File: config.mk
export PLATFORM = sky130hd
export DESIGN_NAME = pipe_stage_flat
export DESIGN_NICKNAME = d
export VERILOG_FILES = /design/src/rtl/pipe_stage_if.sv /design/src/rtl/pipe_stage.sv /design/src/flat_wrapper.sv
export SDC_FILE = /design/constraint.sdc
export NUM_CORES = 1
export LEC_CHECK = 0
export ABC_AREA = 1
export ABC_CLOCK_PERIOD_IN_PS = 2600
export BUFFER_PORTS_ARGS = -buffer_cell sky130_fd_sc_hd__buf_2
export CAP_MARGIN = 20
export CORE_ASPECT_RATIO = 1.2
export CORE_UTILIZATION = 50
export DETAILED_ROUTE_END_ITERATION = 8
export PLACE_DENSITY = 0.84
export SLEW_MARGIN = 0
export SYNTH_ARGS = -nofsm -noshare
export SYNTH_HDL_FRONTEND = slang
export SYNTH_SLANG_ARGS = --single-unit
File: constraint.sdc
create_clock -name clk -period 2.6 [get_ports clk]
set_clock_uncertainty 0.1 [all_clocks]
set_input_delay 0.65 -clock clk [delete_from_list [all_inputs] [get_ports clk]]
set_output_delay 0.65 -clock clk [all_outputs]
set_load 0.1 [all_outputs]
File: src/rtl/pipe_stage_if.sv
// Handshake bundle for pipe_stage: upstream valid/ready/data, downstream valid/ready/data,
// plus the ctrl hold/flush inputs and the occupancy output.
interface pipe_stage_if #(
  parameter int DW = 32
);
  logic [2:0]    hold_flag_i;
  logic          flush_i;
  logic          in_valid_i;
  logic [DW-1:0] in_data_i;
  logic          in_ready_o;
  logic          out_valid_o;
  logic [DW-1:0] out_data_o;
  logic          out_ready_i;
  logic [1:0]    occ_o;

  modport slave (
    input  hold_flag_i, flush_i, in_valid_i, in_data_i, out_ready_i,
    output in_ready_o, out_valid_o, out_data_o, occ_o
  );

  modport master (
    output hold_flag_i, flush_i, in_valid_i, in_data_i, out_ready_i,
    input  in_ready_o, out_valid_o, out_data_o, occ_o
  );
endinterface

File: src/rtl/pipe_stage.sv
// Pipeline register stage with hold/flush control; define PIPE_SKID_EN to add a skid entry
// that breaks the out_ready -> in_ready combinational path.
module pipe_stage #(
  parameter int            DW       = 32,
  parameter logic [DW-1:0] RST_VAL  = '0,
  parameter logic [2:0]    HOLD_LVL = 3'd2
) (
  input  logic         clk,
  input  logic         rstn,
  pipe_stage_if.slave  bus
);

  logic          hold_en;
  logic          in_fire;
  logic          out_fire;
  logic          main_valid, main_valid_d;
  logic [DW-1:0] main_data,  main_data_d;
  logic [1:0]    occ_q,      occ_d;

  assign hold_en         = (bus.hold_flag_i >= HOLD_LVL);
  assign bus.out_valid_o = main_valid & ~hold_en & ~bus.flush_i;
  assign bus.out_data_o  = main_data;
  assign bus.occ_o       = occ_q;
  assign in_fire         = bus.in_valid_i & bus.in_ready_o;
  assign out_fire        = bus.out_valid_o & bus.out_ready_i;

`ifdef PIPE_SKID_EN
  logic          skid_valid, skid_valid_d;
  logic [DW-1:0] skid_data,  skid_data_d;

  // Ready depends only on registered state, so downstream ready never reaches upstream.
  assign bus.in_ready_o = rstn & ~skid_valid & ~hold_en & ~bus.flush_i;

  always_comb begin
    main_valid_d = main_valid;
    main_data_d  = main_data;
    skid_valid_d = skid_valid;
    skid_data_d  = skid_data;
    if (bus.flush_i) begin
      main_valid_d = 1'b0;
      main_data_d  = RST_VAL;
      skid_valid_d = 1'b0;
      skid_data_d  = RST_VAL;
    end else if (!hold_en) begin
      if (!main_valid || out_fire) begin
        if (skid_valid) begin
          main_valid_d = 1'b1;
          main_data_d  = skid_data;
          skid_valid_d = 1'b0;
        end else if (in_fire) begin
          main_valid_d = 1'b1;
          main_data_d  = bus.in_data_i;
        end else begin
          main_valid_d = 1'b0;
        end
      end else if (in_fire) begin
        skid_valid_d = 1'b1;
        skid_data_d  = bus.in_data_i;
      end
    end
    occ_d = {1'b0, main_valid_d} + {1'b0, skid_valid_d};
  end

  always_ff @(posedge clk or negedge rstn) begin
    if (!rstn) begin
      skid_valid <= 1'b0;
      skid_data  <= RST_VAL;
    end else begin
      skid_valid <= skid_valid_d;
      skid_data  <= skid_data_d;
    end
  end
`else
  assign bus.in_ready_o = (~main_valid | bus.out_ready_i) & ~hold_en & ~bus.flush_i;

  always_comb begin
    main_valid_d = main_valid;
    main_data_d  = main_data;
    if (bus.flush_i) begin
      main_valid_d = 1'b0;
      main_data_d  = RST_VAL;
    end else if (!hold_en && (!main_valid || out_fire)) begin
      main_valid_d = in_fire;
      if (in_fire) main_data_d = bus.in_data_i;
    end
    occ_d = {1'b0, main_valid_d};
  end
`endif

  always_ff @(posedge clk or negedge rstn) begin
    if (!rstn) begin
      main_valid <= 1'b0;
      main_data  <= RST_VAL;
      occ_q      <= 2'd0;
    end else begin
      main_valid <= main_valid_d;
      main_data  <= main_data_d;
      occ_q      <= occ_d;
    end
  end

endmodule

File: src/flat_wrapper.sv
// flat-port wrapper written by rule: the top's interface ports become plain ports
module pipe_stage_flat 
#(
  parameter int            DW       = 32,
  parameter logic [DW-1:0] RST_VAL  = '0,
  parameter logic [2:0]    HOLD_LVL = 3'd2
)
  (clk, rstn, bus_hold_flag_i, bus_flush_i, bus_in_valid_i, bus_in_data_i, bus_out_ready_i, bus_in_ready_o, bus_out_valid_o, bus_out_data_o, bus_occ_o);
  pipe_stage_if #(.DW(DW)) bus_i ();
  input  logic clk;
  input  logic rstn;
  input wire logic [$bits(bus_i.hold_flag_i)-1:0] bus_hold_flag_i;
  input wire logic [$bits(bus_i.flush_i)-1:0] bus_flush_i;
  input wire logic [$bits(bus_i.in_valid_i)-1:0] bus_in_valid_i;
  input wire logic [$bits(bus_i.in_data_i)-1:0] bus_in_data_i;
  input wire logic [$bits(bus_i.out_ready_i)-1:0] bus_out_ready_i;
  output wire logic [$bits(bus_i.in_ready_o)-1:0] bus_in_ready_o;
  output wire logic [$bits(bus_i.out_valid_o)-1:0] bus_out_valid_o;
  output wire logic [$bits(bus_i.out_data_o)-1:0] bus_out_data_o;
  output wire logic [$bits(bus_i.occ_o)-1:0] bus_occ_o;
  assign bus_i.hold_flag_i = bus_hold_flag_i;
  assign bus_i.flush_i = bus_flush_i;
  assign bus_i.in_valid_i = bus_in_valid_i;
  assign bus_i.in_data_i = bus_in_data_i;
  assign bus_i.out_ready_i = bus_out_ready_i;
  assign bus_in_ready_o = bus_i.in_ready_o;
  assign bus_out_valid_o = bus_i.out_valid_o;
  assign bus_out_data_o = bus_i.out_data_o;
  assign bus_occ_o = bus_i.occ_o;
  pipe_stage #(.DW(DW), .RST_VAL(RST_VAL), .HOLD_LVL(HOLD_LVL)) u_core (.clk(clk), .rstn(rstn), .bus(bus_i));
endmodule
==> results.py <==
metrics = {
    "drt": {
        "viasPerCell": 4.786,
        "drtIter0Drc": 36,
        "vias": 1565,
        "route.detailed.drc": 0,
        "ant_nets": 0,
        "routed_wl_um": 3658,
        "routedWlPerCell_um": 11.19,
        "dr.pass1.iters": 4,
    },
    "clock_tree": {
        "cts.sinks": 33,
        "cts_setup_buffers": 0,
        "cts_root_buf": "clkbuf_4",
        "numCtsBuffers": 5,
        "cts_tree": "yes",
        "clk_path_buf_depth": 2,
        "clkLatencyLatePin_ps": 320,
        "htree_levels": 2,
        "postCtsHoldBufs": 0,
        "path_clk_slew_ps": 90,
        "cts-resized-gates": 0,
    },
    "power_and_ir_drop": {
        "powerDensity_nw_per_um2": 664.4,
        "vdd_ir_drop_max_v": 0.0005534,
        "total_power_mw": 1.374,
        "leakage_nw": 1.340,
    },
    "synthesis": {
        "synth_area_um2": 1650,
        "seq_area_frac_synth_pct": 50.04,
        "ys_ff_latch": 33,
        "syn_nets": 262,
        "synth_cells": 222,
        "netlist_top_cells_area": "dfrtp_1 (50%), nand2_1 (16%), nand3_1 (10%), nor2_1 (7.7%), inv_1 (7.5%)",
        "yosys.area.top_type": "dfrtp_1",
        "synth_top_area_share_pct": 50.04,
        "synth.avg_cell_area_um2": 7.434,
        "yosysUniqueCellTypes": 13,
        "ys_warn_count": 0,
    },
    "die": {
        "core-area_um2": 3110,
        "die_w_um": 54.45,
        "num_rows": 22,
        "ios": 76,
        "die_area_um2": 3535,
        "die_h_um": 64.94,
        "initial_utilization_pct": 53.06,
    },
    "cells_and_area": {
        "drive_above_1_share_pct": 30.58,
        "nNetsFinal": 330,
        "final_cells": 327,
        "layout.cells.most_common": "buf_2",
        "diodes": 0,
        "syn_to_final_growth_pct": 25.32,
        "mostFrequentLayoutCells": "buf_2 (71), nand2_1 (69), inv_1 (33), nand3_1 (33), dfrtp_1 (33)",
    },
    "timing": {
        "slew_violations": 0,
        "rsz0062_at_grt": "false",
        "tightest_slew_ps": 706.3,
        "timing.final.crit_share_pct": 82.77,
        "setup_tns_ps": 0,
        "relSlewSlack_pct": 52.91,
        "post-route-min-period_ps": 2152,
        "finalHoldWorstSlack_ps": 262.3,
        "hold_violations": 0,
        "setup_viol": 0,
        "clock.fmax_mhz": 464.7,
    },
    "critical_path": {
        "path_max_fanout": 3,
        "cp.required_ps": 1850,
        "worstSetupEndpointType": "output port",
        "critPathKind": "in -> out",
        "crit_arrival_ps": 1400,
        "critPathLaunchType": "input port",
    },
    "place": {
        "place_inst": 319,
        "io_buffers": 73,
        "hpwl_um": 2489,
        "place_congestion": 0.6604,
    },
    "grt": {
        "grt_overflow": 0,
        "grt_use_total_pct": 24.10,
        "grt_first_pass_wirelength_um": 6154,
        "grt_pass1_vias": 1469,
        "grt_max_degree": 34,
        "antenna_found_initial": 0,
    },
    "status": {
        "status": "complete, no violations",
    },
    "flow_run": {
        "cap_violations": 0,
    },
    "min_path": {
        "hp-class": "in -> async",
    },
}
kinds of logic (layout without fill, tap and decap cells):
logic type    count (synthesis)  in the layout  synth area share, %
simple gates                139            139                35.86
flops                        33             33                50.04
buf+inv                      49            118                13.87
other cells                   1              1               0.2272
state kept, by name, indices dropped and copies added, names as in the netlist:
name,cells
u_core.bus.occ_o,1
u_core.bus.out_data_o,32
stage by stage:
step | utilization (%) | worst slack, ps | area (µm²)
floorplan | - | 73.22 | 1655
global placement | 64.84 | 492.6 | 2017
detailed placement | 64.84 | 448.7 | 2017
CTS | 66.49 | 444.6 | 2068
global route | 66.49 | 409.4 | 2068
finish | 66.49 | 447.9 | 2068
metal layers:
metal | GRT usage (%) | vias up | share of wire (%)
li1 | - | 789 | -
met1 | 27.42 | 704 | 43
met2 | 41.77 | 67 | 49
met3 | 8.451 | 5 | 7.8
met4 | 5.449 | 0 | 0.98
met5 | 0 | - | 0
worst max-delay path, stage by stage:
cell and delay, ps:
buf_2 110, nor2_4 160, nand2_1 110, nor2_2 170, buf_12 200
Yosys cell counts:
| cell type | number |
|---|---|
| nand2_1 | 69 |
| nor2_1 | 34 |
| dfrtp_1 | 33 |
| inv_1 | 33 |
| nand3_1 | 33 |
| buf_2 | 9 |
| buf_4 | 3 |
| buf_6 | 3 |
| conb_1 | 1 |
| inv_2 | 1 |
| nand2_4 | 1 |
| nand3_4 | 1 |
| nor2_4 | 1 |
path summary, 6_finish.rpt:
kind,start,slack (ps),depth (start not counted),endpoint
max in group asynchronous,rstn,1690,1,u_core.bus.out_data_o[3]$_DFFE_PN0P_
min,rstn,260,1,u_core.bus.out_data_o[31]$_DFFE_PN0P_
min in group clk,u_core.bus.out_data_o[7]$_DFFE_PN0P_,410,2,u_core.bus.out_data_o[7]$_DFFE_PN0P_
min reg2reg,u_core.bus.out_data_o[7]$_DFFE_PN0P_,410,2,u_core.bus.out_data_o[7]$_DFFE_PN0P_
max reg2reg,u_core.bus.occ_o[0]$_DFFE_PN0P_,1190,5,u_core.bus.out_data_o[16]$_DFFE_PN0P_
max,bus_hold_flag_i[2],450,5,bus_in_ready_o
where the power goes:
| group | switching (mW) | internal [mW] |
|---|---|---|
| Sequential | 0.0229 | 0.555 |
| Combinational | 0.439 | 0.0879 |
| Clock | 0.166 | 0.103 |
| Total | 0.628 | 0.746 |
cell type report:
cell class | count | area [µm²]
fill | 301 | 1042
clock inverter | 2 | 10.01
timing repair buffer | 76 | 417.9
tap | 36 | 45.04
inverter | 34 | 127.6
multi-input combinational | 140 | 600.6
sequential | 33 | 825.8
clock buffer | 6 | 41.29
Power figures use the tool's default switching activity.
